==> config.mk <==
export PLATFORM = sky130hd
export DESIGN_NAME = cache_traffic_gen
export DESIGN_NICKNAME = d
export VERILOG_FILES = /design/src/rtl/cache_tg_pkg.sv /design/src/rtl/cache_tg_lfsr.sv /design/src/rtl/cache_traffic_gen.sv
export SDC_FILE = /design/constraint.sdc
export NUM_CORES = 1
export LEC_CHECK = 0
export BUFFER_PORTS_ARGS = -buffer_cell sky130_fd_sc_hd__buf_2
export CAP_MARGIN = 20
export CORE_AREA = 2 2 309 311
export DETAILED_ROUTE_END_ITERATION = 6
export DIE_AREA = 0 0 311 313
export HOLD_SLACK_MARGIN = 0.05
export PLACE_DENSITY = 0.45
export SYNTH_ARGS = -nofsm -noshare
export SYNTH_HDL_FRONTEND = slang
export SYNTH_HIERARCHICAL = 1
export SYNTH_SLANG_ARGS = --single-unit
==> constraint.sdc <==
create_clock -name clk -period 8.6 [get_ports clk]
set_input_delay 0.86 -clock clk [delete_from_list [all_inputs] [get_ports clk]]
set_output_delay 0.86 -clock clk [all_outputs]
set_load 0.005 [all_outputs]
==> src/rtl/cache_tg_pkg.sv <==
// Shared types for the cache traffic generator: modes, FSM states,
// LFSR polynomial, default seed and the LFSR step function.
package cache_tg_pkg;

  typedef enum logic [1:0] {
    MODE_RAND   = 2'd0,
    MODE_LOC    = 2'd1,
    MODE_STRIDE = 2'd2,
    MODE_RSVD   = 2'd3
  } mode_t;

  typedef enum logic [2:0] {
    IDLE,
    SETUP,
    ISSUE,
    DRAIN,
    FIN
  } state_t;

  // Right-shift Galois form of x^32+x^22+x^2+x+1
  localparam logic [31:0] LFSR_POLY    = 32'h8020_0003;
  localparam logic [31:0] DEFAULT_SEED = 32'hACE1_2468;

  function automatic logic [31:0] lfsr_step(input logic [31:0] s);
    lfsr_step = s[0] ? ((s >> 1) ^ LFSR_POLY) : (s >> 1);
  endfunction

endpackage

==> src/rtl/cache_tg_lfsr.sv <==
// 32-bit Galois LFSR; loads SEED on reset (zero seed becomes 1).
// Ports: clk, rst_n, step (advance), value (current), nxt (stepped value).
module cache_tg_lfsr
  import cache_tg_pkg::*;
#(
  parameter logic [31:0] SEED = DEFAULT_SEED
) (
  input  logic        clk,
  input  logic        rst_n,
  input  logic        step,
  output logic [31:0] value,
  output logic [31:0] nxt
);

  localparam logic [31:0] INIT =
    (SEED == 32'd0) ? 32'd1 : SEED;

  assign nxt = lfsr_step(value);

  always_ff @(posedge clk or negedge rst_n) begin
    if (!rst_n) begin
      value <= INIT;
    end else if (step) begin
      value <= nxt;
    end
  end

endmodule

==> src/rtl/cache_traffic_gen.sv <==
// Traffic generator + statistics for the cache CPU port.
// Ports: run config in, cpu_* strobes/addr/data out, cache_hit/
// cache_miss/done_signal in, busy/finished/error/counters out.
// Macro CACHE_TRAFFIC_GEN_TIMEOUT_EN enables a per-access watchdog.
module cache_traffic_gen
  import cache_tg_pkg::*;
#(
  parameter int          ADDR_W      = 32,
  parameter int          DATA_W      = 512,
  parameter int          CNT_W       = 32,
  parameter logic [31:0] LFSR_SEED   = 32'hACE1_2468,
  parameter int          TIMEOUT_CYC = 4096
) (
  input  logic              clk,
  input  logic              rst_n,
  input  logic              start,
  input  logic [CNT_W-1:0]  num_accesses,
  input  logic [1:0]        mode,
  input  logic [ADDR_W-1:0] base_addr,
  input  logic [ADDR_W-1:0] region_mask,
  input  logic [ADDR_W-1:0] stride,
  input  logic [6:0]        write_pct,
  output logic              cpu_read,
  output logic              cpu_write,
  output logic [ADDR_W-1:0] cpu_address,
  output logic [DATA_W-1:0] cpu_write_data,
  input  logic              cache_hit,
  input  logic              cache_miss,
  input  logic              done_signal,
  output logic              busy,
  output logic              finished,
  output logic              error,
  output logic [CNT_W-1:0]  access_count,
  output logic [CNT_W-1:0]  hit_count,
  output logic [CNT_W-1:0]  miss_count
);

  localparam int NW = DATA_W / 32;
  localparam int TW = $clog2(TIMEOUT_CYC + 1);
  localparam logic [TW-1:0] TMO_LIM =
    TW'(TIMEOUT_CYC - 1);

`ifdef CACHE_TRAFFIC_GEN_TIMEOUT_EN
  localparam bit TMO_EN = 1'b1;
`else
  localparam bit TMO_EN = 1'b0;
`endif

  state_t state, state_n;

  logic [CNT_W-1:0]  n_l;
  mode_t             mode_l;
  logic [ADDR_W-1:0] base_l;
  logic [ADDR_W-1:0] mask_l;
  logic [ADDR_W-1:0] stride_l;
  logic [6:0]        pct_l;

  logic [ADDR_W-1:0] off;
  logic              is_wr;
  logic              resp_seen;
  logic [TW-1:0]     tcnt;

  logic [31:0]       lfsr_val;
  logic [31:0]       lfsr_nx;
  logic [ADDR_W-1:0] addr_c;
  logic [DATA_W-1:0] data_c;
  logic              wr_c;
  logic [16:0]       prod;
  logic [CNT_W-1:0]  acc_inc;
  logic              tmo_hit;

  function automatic logic [CNT_W-1:0] sat_inc(
    input logic [CNT_W-1:0] v
  );
    sat_inc = (&v) ? v : v + 1'b1;
  endfunction

  cache_tg_lfsr #(
    .SEED (LFSR_SEED)
  ) u_lfsr (
    .clk   (clk),
    .rst_n (rst_n),
    .step  (state == SETUP),
    .value (lfsr_val),
    .nxt   (lfsr_nx)
  );

  // Access parameters come from the value the LFSR steps to in SETUP.
  // Write test: floor(p*100/1024) < pct  <=>  p*100 < pct*1024.
  always_comb begin
    addr_c = lfsr_nx[ADDR_W-1:0];
    unique case (mode_l)
      MODE_LOC:
        addr_c = base_l + (lfsr_nx[ADDR_W-1:0] & mask_l);
      MODE_STRIDE:
        addr_c = base_l + off;
      default:
        addr_c = lfsr_nx[ADDR_W-1:0];
    endcase
    prod = 17'(lfsr_nx[9:0]) * 17'd100;
    wr_c = prod < {pct_l, 10'b0};
    data_c = '0;
    for (int i = 0; i < NW; i++) begin
      data_c[i*32 +: 32] = lfsr_nx ^ 32'(i);
    end
  end

  assign acc_inc = sat_inc(access_count);
  assign tmo_hit = TMO_EN && (tcnt == TMO_LIM);

  always_comb begin
    state_n = state;
    unique case (state)
      IDLE: begin
        if (start) begin
          state_n = (num_accesses == '0) ? FIN : SETUP;
        end
      end
      SETUP: state_n = ISSUE;
      ISSUE: begin
        if (done_signal) begin
          state_n = DRAIN;
        end else if (tmo_hit) begin
          state_n = FIN;
        end
      end
      DRAIN: state_n = (acc_inc == n_l) ? FIN : SETUP;
      FIN:   state_n = IDLE;
      default: state_n = IDLE;
    endcase
  end

  always_ff @(posedge clk or negedge rst_n) begin
    if (!rst_n) begin
      state <= IDLE;
    end else begin
      state <= state_n;
    end
  end

  assign cpu_read  = (state == ISSUE) && !is_wr;
  assign cpu_write = (state == ISSUE) && is_wr;
  assign busy      = (state == SETUP) ||
                     (state == ISSUE) ||
                     (state == DRAIN);
  assign finished  = (state == FIN);

  always_ff @(posedge clk or negedge rst_n) begin
    if (!rst_n) begin
      n_l            <= '0;
      mode_l         <= MODE_RAND;
      base_l         <= '0;
      mask_l         <= '0;
      stride_l       <= '0;
      pct_l          <= '0;
      off            <= '0;
      is_wr          <= 1'b0;
      resp_seen      <= 1'b0;
      tcnt           <= '0;
      cpu_address    <= '0;
      cpu_write_data <= '0;
      error          <= 1'b0;
      access_count   <= '0;
      hit_count      <= '0;
      miss_count     <= '0;
    end else begin
      unique case (state)
        IDLE: begin
          if (start) begin
            n_l          <= num_accesses;
            mode_l       <= mode_t'(mode);
            base_l       <= base_addr;
            mask_l       <= region_mask;
            stride_l     <= stride;
            pct_l        <= write_pct;
            off          <= '0;
            error        <= 1'b0;
            access_count <= '0;
            hit_count    <= '0;
            miss_count   <= '0;
          end
        end
        SETUP: begin
          cpu_address    <= addr_c;
          cpu_write_data <= data_c;
          is_wr          <= wr_c;
          resp_seen      <= 1'b0;
          tcnt           <= '0;
        end
        ISSUE: begin
          tcnt <= tcnt + 1'b1;
          if (!resp_seen && (cache_hit || cache_miss)) begin
            resp_seen <= 1'b1;
            // A simultaneous hit and miss is a protocol fault;
            // it is tallied as a miss.
            if (cache_miss) begin
              miss_count <= sat_inc(miss_count);
            end else begin
              hit_count <= sat_inc(hit_count);
            end
            if (cache_hit && cache_miss) begin
              error <= 1'b1;
            end
          end
          if (!done_signal && tmo_hit) begin
            error <= 1'b1;
          end
        end
        DRAIN: begin
          access_count <= acc_inc;
          off          <= (off + stride_l) & mask_l;
        end
        default: ;
      endcase
    end
  end

endmodule

==> impl_metrics.csv <==
group,metric,value,unit
synth,postSynthCellCount,2840,
hold_path,hp-class,"in2async",
synth,synthesis.area_per_instance,8.59,um2
die,floorplan.rows,113,
route,post_drt_via_cell_ratio,4.43,
sta,slew_viol_final,0,
die,die_height,313,um
die,io_pins,788,
setup_path,worst_setup_path_end_kind,"flop",
sta,final_hold_viol_count,0,
clock_network,cts.reportedPaths.clkPinSlew,0.06,ns
synth,post_synth_instance_area,0.0244,mm2
setup_path,startpoint_type,"flop",
setup_path,kind_of_critical_path,"reg2reg",
clock_network,clock_tree.root_cell,"sky130_fd_sc_hd__clkbuf_16",
power_and_ir_drop,net_switching_power_figure,3.19,mW
clock_network,cts_hold_repair.buffers,0,
power_and_ir_drop,ir_worst_vdd,171,uV
sta,final.period_utilization,55.2,%
cells_and_area,flow.area_growth_from_synthesis,13.5,%
setup_path,crit_path_top_delay_cell,"sky130_fd_sc_hd__dfrtp_1",
cells_and_area,n_fill_cell,10200,
sta,fin_worst_skew,0.0181,ns
clock_network,maximum_buffer_depth_of_the_clock_tree,3,
sta,fmaxAchievable,0.211,GHz
die,core_area,0.0942,mm2
cells_and_area,finalNetCount,3361,
setup_path,critPathMaxStageDelay,0.60,ns
route,detail_route.wl_per_cell,19.5,um
clock_network,clkSinkCount,371,
cells_and_area,final_cells,4414,
power_and_ir_drop,flop_pwr_share,35.0,%
grt,global_route.usage.total,17.0,%
grt,grt_pass1_wl,126000,um
route,dr.first_iter.drc_count,1133,
sta,layout_min_cycle_time,4.75,ns
setup_path,cp_common_cell,"sky130_fd_sc_hd__ha_1",
route,finalWirelength,86200,um
cells_and_area,finalInstanceArea,0.0277,mm2
power_and_ir_drop,clock_power_share,27.3,%
setup_path,critPathArrivalTime,5.26,ns
die,floorplan.die.width,311,um
flow_run,max-cap-violations,0,
route,antenna_violating_nets_post_route,0,
die,start_util,25.9,%
placement,post_place_cells,4323,
route,drt_drc_violations_left,0,
power_and_ir_drop,cellPowerDensity,282,mW/mm2
clock_network,cts_buffers,48,
clock_network,clock_tree_from_tritoncts,"built",
cells_and_area,layout.cells.most_common,"sky130_fd_sc_hd__buf_2",
placement,place.port_buffers,787,
clock_network,worstSkewPairLatency,0.59,ns
setup_path,crit_required,9.11,ns
setup_path,cp_max_fo,8,
placement,dpl.hpwl,64200,um
grt,grt_pass1_vias,18400,
route,drt-pass1-iter-count,4,
power_and_ir_drop,combinational_cell_fraction_of_total_power,37.7,%
clock_network,cts.repair_timing.setup_buffer_count,0,
placement,placedInstanceArea,0.0261,mm2
clock_network,cts-htree-levels,2,
sta,rsz0062_at_grt,"false",
placement,gpl.final_weighted_congestion,0.860,
power_and_ir_drop,cell_internal_pwr,4.61,mW
outcome,run_status,"completed",
clock_network,ctsResizeCount,0,
grt,maximum_number_of_pins_on_one_net_before_global_route_repair,160,
die,fp.dieArea,0.0973,mm2
synth,ys.warnings.count,6,
cells_and_area,largest_register_ffs,36,
synth,synth.net_count,3093,
sta,setup_total_negative_slack,0,ns
cells_and_area,max_flop_register,"cpu_write_data",
setup_path,cp_cell_sequence,"xor2_2 -> ha_1 -> ha_1 -> ha_1 -> ha_1 -> a41o_1 -> a21oi_1 -> nor2b_1 -> o21a_1 -> o21ai_0 -> nand2b_1 -> a21oi_1 -> nor2b_1 -> nor2_1 -> xnor2_1 -> ha_1 -> a21o_1 -> a21o_1 -> a21oi_1 -> o21ai_0 -> o21ai_0",
sta,worst_pin_slew,0.996,ns
sta,worst_slew_margin_rel,33.6,%
power_and_ir_drop,static_leakage,15.3,nW
cells_and_area,drive_gt1_share,30.4,%
grt,grt_overflow,0,
grt,antenna_violations_before_repair,28,
route,vias,19600,
power_and_ir_drop,power.switching_fraction,41.0,%
sta,final-setup-viol-count,0,
cells_and_area,layout.cells.most_common_list,"sky130_fd_sc_hd__buf_2, sky130_fd_sc_hd__nand2_1, sky130_fd_sc_hd__dfrtp_1",
==> critical path: cells and delay by family, from the launching register on <==
kind / cells / cell delay [ns]
flip-flops: 1 / 0.60
AO/OA/AOI/OAI: 10 / 1.74
AND/OR/NAND/NOR: 4 / 0.40
adder cells (fa/ha/maj): 5 / 1.42
XOR/XNOR: 2 / 0.50
==> metrics by stage <==
| stage | utilization, % | setup WS (ns) | hold slack, ns | total power, mW |
|---|---|---|---|---|
| 3_5_place_dp | 27.7 | 3.81 | 0.465 | 5.77 |
| 6_report | 29.4 | 3.85 | 0.271 | 7.80 |
| 2_1_floorplan | - | 4.41 | 0.439 | 4.72 |
| 3_3_place_gp | 27.7 | 3.89 | 0.459 | 5.75 |
| 4_1_cts | 29.4 | 3.79 | 0.271 | 7.96 |
| 5_1_grt | 29.4 | 3.46 | 0.297 | 8.39 |
==> power groups by stage <==
| stage | Sequential [mW] | Clock (mW) | Combinational, mW |
|---|---|---|---|
| floorplan | 2.55 | 0 | 2.18 |
| global placement | 2.77 | 0 | 2.99 |
| detailed placement | 2.77 | 0 | 3.00 |
| CTS | 2.74 | 2.20 | 3.01 |
| global route | 2.80 | 2.27 | 3.33 |
| finish | 2.73 | 2.13 | 2.94 |
==> routing by layer <==
| layer | up-vias | track usage (%) | wire (um) |
|---|---|---|---|
| li1 | 9595 | - | - |
| met1 | 9267 | 21.9 | 37500 |
| met2 | 535 | 28.1 | 40700 |
| met3 | 126 | 4.82 | 5790 |
| met4 | 44 | 4.08 | 1950 |
| met5 | - | 0 | 284 |
==> final cells by class <==
| class | count | area, um2 | area share, % |
|---|---|---|---|
| Antenna cell | 3 | 7.51 | 0.0271 |
| Clock buffer | 63 | 1350 | 4.87 |
| Clock inverter | 25 | 292 | 1.05 |
| Inverter | 55 | 208 | 0.750 |
| Multi-Input combinational cell | 1828 | 10900 | 39.2 |
| Sequential cell | 371 | 9300 | 33.6 |
| Tap cell | 1265 | 1580 | 5.71 |
| Timing Repair Buffer | 804 | 4100 | 14.8 |
==> worst paths after layout <==
kind	start	slack [ns]	depth (start not counted)	end
max in group asynchronous	rst_n	6.87	2	cpu_address[4]
min in group clk	stride[20]	0.46	3	stride_l[20]
hold reg to reg	cpu_address[4]	0.48	2	cpu_address[4]
hold / removal	rst_n	0.27	1	miss_count[14]
setup / recovery	u_lfsr/value[0]	3.85	21	is_wr
setup reg to reg	u_lfsr/value[0]	3.85	21	is_wr
Note: power is estimated with default switching activity, not from simulation.
